### config.mk
export PLATFORM = sky130hd
export DESIGN_NAME = pdm_capture
export DESIGN_NICKNAME = d
export VERILOG_FILES = /design/src/rtl/pdm_capture_pkg.sv /design/src/rtl/pdm_capture_edge_detect.sv /design/src/rtl/pdm_capture.sv
export SDC_FILE = /design/constraint.sdc
export NUM_CORES = 1
export LEC_CHECK = 0
export CAP_MARGIN = 30
export CORE_MARGIN = 1
export CORE_UTILIZATION = 45
export DETAILED_ROUTE_END_ITERATION = 7
export HOLD_SLACK_MARGIN = 0.03
export PLACE_DENSITY = 0.66
export SYNTH_ARGS = -nofsm -noshare
export SYNTH_HDL_FRONTEND = slang
export SYNTH_SLANG_ARGS = --single-unit
### constraint.sdc
create_clock -name CLK100MHZ -period 3.6 [get_ports CLK100MHZ]
set_input_delay 0.9 -clock CLK100MHZ [delete_from_list [all_inputs] [get_ports CLK100MHZ]]
set_output_delay 0.9 -clock CLK100MHZ [all_outputs]
set_load 0.02 [all_outputs]
### src/rtl/pdm_capture_pkg.sv
// Shared types and defaults for the PDM capture block.
// Latency: n/a (declarations only).
// Backpressure: n/a (declarations only).
package pdm_capture_pkg;

    // Capture FSM: IDLE holds the counters cleared, ACCUM integrates events.
    typedef enum logic {
        IDLE  = 1'b0,
        ACCUM = 1'b1
    } state_t;

    // PDM bits per PCM sample and the matching result width (0..DECIM).
    localparam int DECIM_DEF = 128;
    localparam int PCM_W_DEF = $clog2(DECIM_DEF + 1);

endpackage

### src/rtl/pdm_capture_edge_detect.sv
// Rise/fall detector for a level already synchronous to clk.
// Latency: combinational against a one-cycle-delayed copy of sig.
// Backpressure: none; pulses are single-cycle and unconditional.
// Ports: clk, reset (async, active-high), sig in; rise, fall single-cycle strobes out.
module edge_detect (
    input  logic clk,
    input  logic reset,
    input  logic sig,
    output logic rise,
    output logic fall
);

    logic clk_prev;

    always_ff @(posedge clk or posedge reset) begin
        if (reset) begin
            clk_prev <= 1'b0;
        end else begin
            clk_prev <= sig;
        end
    end

    assign rise = sig & ~clk_prev;
    assign fall = ~sig & clk_prev;

endmodule

### src/rtl/pdm_capture.sv
// PDM-to-PCM capture: counts ones over DECIM microphone-clock edges.
// Latency: pcm_valid rises the cycle after the window's final edge.
// Backpressure: valid/ready; an unaccepted sample is overwritten and overrun sticks.
// Ports: CLK100MHZ, reset (async, active-high), clk_4MHz / pdm_data (mic interface,
//        already in the CLK100MHZ domain), enable level, pcm_ready in;
//        pcm_sample, pcm_valid, overrun (sticky until reset) out.
module pdm_capture
    import pdm_capture_pkg::*;
#(
    parameter int  DECIM    = DECIM_DEF,
    parameter int  EDGE_SEL = 0,
    localparam int PCM_W    = $clog2(DECIM + 1)
) (
    input  logic             CLK100MHZ,
    input  logic             reset,
    input  logic             clk_4MHz,
    input  logic             pdm_data,
    input  logic             enable,
    input  logic             pcm_ready,
    output logic [PCM_W-1:0] pcm_sample,
    output logic [0:0]       pcm_valid,
    output logic             overrun
);

    localparam logic [PCM_W-1:0] LAST_BIT = PCM_W'(DECIM - 1);

    state_t           state;
    logic [PCM_W-1:0] bit_cnt;
    logic [PCM_W-1:0] ones_cnt;
    logic             clk_rise;
    logic             clk_fall;
    logic             pdm_evt;

    edge_detect u_edge (
        .clk   (CLK100MHZ),
        .reset (reset),
        .sig   (clk_4MHz),
        .rise  (clk_rise),
        .fall  (clk_fall)
    );

    // The microphone drives data on one clock edge; sample on the selected one.
    assign pdm_evt = (EDGE_SEL != 0) ? clk_fall : clk_rise;

    always_ff @(posedge CLK100MHZ or posedge reset) begin
        if (reset) begin
            state      <= IDLE;
            bit_cnt    <= '0;
            ones_cnt   <= '0;
            pcm_sample <= '0;
            pcm_valid  <= 1'b0;
            overrun    <= 1'b0;
        end else begin
            // Acceptance drops valid; a completion below overrides this.
            if (pcm_valid && pcm_ready) begin
                pcm_valid <= 1'b0;
            end

            case (state)
                IDLE: begin
                    bit_cnt  <= '0;
                    ones_cnt <= '0;
                    if (enable) begin
                        state <= ACCUM;
                    end
                end
                ACCUM: begin
                    if (!enable) begin
                        // Partial window (including a completing edge this cycle) is dropped.
                        state    <= IDLE;
                        bit_cnt  <= '0;
                        ones_cnt <= '0;
                    end else if (pdm_evt) begin
                        if (bit_cnt == LAST_BIT) begin
                            // ones_cnt <= DECIM-1 here, so the sum fits PCM_W without wrap.
                            pcm_sample <= ones_cnt + PCM_W'(pdm_data);
                            pcm_valid  <= 1'b1;
                            if (pcm_valid && !pcm_ready) begin
                                overrun <= 1'b1;
                            end
                            bit_cnt  <= '0;
                            ones_cnt <= '0;
                        end else begin
                            bit_cnt <= bit_cnt + 1'b1;
                            if (pdm_data) begin
                                ones_cnt <= ones_cnt + 1'b1;
                            end
                        end
                    end
                end
                default: state <= IDLE;
            endcase
        end
    end

endmodule

==> impl_metrics.py <==
metrics = {
    "status": {
        "status": "finished, final reports clean",
    },
    "floorplan": {
        "die_h_um": 58.8,
        "core-area_mm2": 0.00305,
        "start_util_pct": 47.6,
        "ios": 16,
        "die_width_um": 58.8,
        "dieArea_mm2": 0.00346,
        "std_cell_rows": 20,
    },
    "global_routing": {
        "grt_pass1_vias": 1020,
        "use_met1_pct": 24.2,
        "gr-usage-met3_pct": 1.98,
        "grt_usage_pct": 18.0,
        "grt.busiest_layer": "met2",
        "antenna_found_initial": 0,
        "globalRoute.totalOverflow": 0,
        "grt_pass1_wl_um": 4680,
        "met2_usage_pct": 29.4,
        "grt_max_degree": 19,
    },
    "route": {
        "drt_drc_violations_left": 0,
        "dr.pass1.iters": 4,
        "viasPerCell": 5.38,
        "wl_per_cell_um": 14.0,
        "ant_nets": 0,
        "vias": 1054,
        "wirelength_um": 2750,
        "drt_iter0_drc": 36,
    },
    "synth": {
        "synth_fp_nets": 150,
        "synthArstFlopShare_pct": 100,
        "synthDominantCellAreaShare_pct": 48.2,
        "synth_edf_count": 0,
        "synth_top_family_by_area": "simple AND/OR/NAND/NOR gates",
        "synth_mux_area_share_pct": 6.12,
        "synth_common_cells": "dfrtp_1, nor2_1, nand2_1",
        "ys_seq_area_share_pct": 48.2,
        "synth_top_flop_cell": "dfrtp_1",
        "yosysWarnings": 0,
        "synthAdderAreaFrac_pct": 3.45,
        "yosys-top-cells-area": "dfrtp_1, mux2_2, xnor2_1",
        "synth_top_area_cell": "dfrtp_1",
        "synth.most_common_cell": "dfrtp_1",
        "syn_area_mm2": 0.00145,
        "synth_compound_gate_area_share_pct": 10.5,
        "synthCells": 140,
        "avgSynthCellArea_um2": 10.4,
        "synth_simple_gate_area_share_pct": 19.9,
        "synthXorXnorAreaFrac_pct": 7.84,
        "ys_ff_latch": 28,
        "synth_cell_types": 40,
    },
    "worst_hold_path": {
        "hold_class": "reg2reg",
    },
    "timing": {
        "slew_violations": 0,
        "slew_headroom_pct": 65.9,
        "clock-skew-final_ps": 4.22,
        "fin_crit_sh_pct": 68.1,
        "hold_slack_ps": 485,
        "setup_viol": 0,
        "tns_ps": 0,
        "tightestPinTransition_ps": 511,
        "final_hold_viol_count": 0,
        "fmax_mhz": 408,
        "min_period_ps": 2450,
        "rsz0062_at_grt": "no",
    },
    "clocking": {
        "cts_buffers": 3,
        "cts_root_buf": "clkbuf_4",
        "h-tree-depth": 1,
        "cts_tree": "done",
        "cts.sinks": 28,
        "postCtsSetupBuffers": 0,
        "cts-resized-gates": 0,
        "clockBufferDepth": 2,
        "ctsHoldBuffers": 0,
        "clk_pin_slew_ps": 140,
        "clk-insertion-delay-late_ps": 320,
    },
    "setup_path": {
        "startpoint_type": "primary input",
        "cp-startpoint": "clk_4MHz",
        "path_class": "in2reg",
        "r2r-start": "bit_cnt[0]",
        "rr_worst_depth": 5,
        "cp_max_fo": 10,
        "end_kind": "register",
        "r2r_slack_ps": 1760,
        "critical_path.endpoint": "pcm_sample[1]",
        "arrival_ps": 2680,
        "r2r_end": "pcm_sample[1]",
        "required_ps": 3830,
    },
    "power_and_ir_drop": {
        "p_leak_nw": 0.720,
        "peakVddDrop_uv": 152,
        "power_density_mw_per_mm2": 288,
    },
    "cells_and_area": {
        "diodes": 0,
        "nNetsFinal": 164,
        "area.growth.synth_to_final_pct": 14.9,
        "drive_gt1_share_pct": 10.5,
        "final_area_mm2": 0.00167,
    },
    "placed_design": {
        "routabilityCongestion": 0.868,
        "portBuffers": 15,
        "dp_hpwl_um": 2070,
        "place_area_mm2": 0.00165,
    },
    "run": {
        "maxCapViolations": 0,
    },
}
-- power breakdown --
group	switching, mW	total [mW]	leakage (nW)	internal, mW
combinational	0.0201	0.0320	0.325	0.0118
sequential	0.00165	0.318	0.381	0.316
clock	0.0911	0.130	0.0138	0.0393
-- per-layer routing --
metal | vias to the layer above | wire (µm)
met5 | - | 0
met4 | 0 | 29
met3 | 4 | 83
met2 | 23 | 1310
met1 | 506 | 1330
li1 | 521 | -
-- stage by stage --
stage                     util, %  setup WS [ps]  total power, mW  instances
after detailed placement     53.9            782            0.356        193
after CTS                    54.7           1150            0.484        196
after global placement       53.0            856            0.352        192
final                        54.7           1150            0.480        196
after global routing         54.7           1050            0.502        196
after floorplan                 -           1500            0.342        140
-- cell usage in the layout (no fill, tap or decap), types with 3 or more instances in the layout --
| master | synthesis | layout |
|---|---|---|
| a32o_1 | 3 | 3 |
| a21oi_1 | 7 | 7 |
| dfrtp_1 | 28 | 28 |
| xnor2_1 | 7 | 7 |
| nor2_1 | 11 | 11 |
| inv_1 | 5 | 5 |
| nand3_1 | 7 | 7 |
| mux2_2 | 6 | 6 |
| ha_1 | 4 | 4 |
| clkdlybuf4s50_1 | 0 | 15 |
| nand4_1 | 7 | 7 |
| o21ai_0 | 5 | 5 |
| xor2_1 | 6 | 6 |
| nand2_1 | 10 | 10 |
| clkbuf_4 | 0 | 3 |
-- final cells by class --
class                      instances  area [µm²]
fill                             281        1380
sequential                        28         701
multi-input combinational        100         694
timing repair buffer              16         178
tap                               44        55.1
clock buffer                       3        22.5
inverter                           5        18.8
-- how the worst min path moves through the flow --
stage | from | end | depth (start not counted)
after floorplan | bit_cnt[7] | bit_cnt[7] | 2
after global placement | overrun | overrun | 1
after detailed placement | overrun | overrun | 1
after CTS | overrun | overrun | 1
after global routing | overrun | overrun | 1
final | overrun | overrun | 1
-- state kept, by name, summed over array words and instances, names as in the netlist --
register,flops
u_edge.clk_prev,1
overrun,1
bit_cnt,8
state,1
ones_cnt,8
pcm_sample,8
pcm_valid,1
-- worst max-delay path: stages --
cell and delay (ps):
clkdlybuf4s50_1 540, and2b_1 340, nand3_1 220, nor2_4 300, mux2_2 380
-- cells by family (layout without fill, tap and decap cells) --
family / Yosys count / after routing
fa+ha+maj: 4 / 4
flops: 28 / 28
buf+inv: 12 / 24
xor+xnor: 13 / 13
mux: 8 / 8
compound gates: 23 / 23
simple gates: 52 / 52
(Power assumes the default switching activity.)
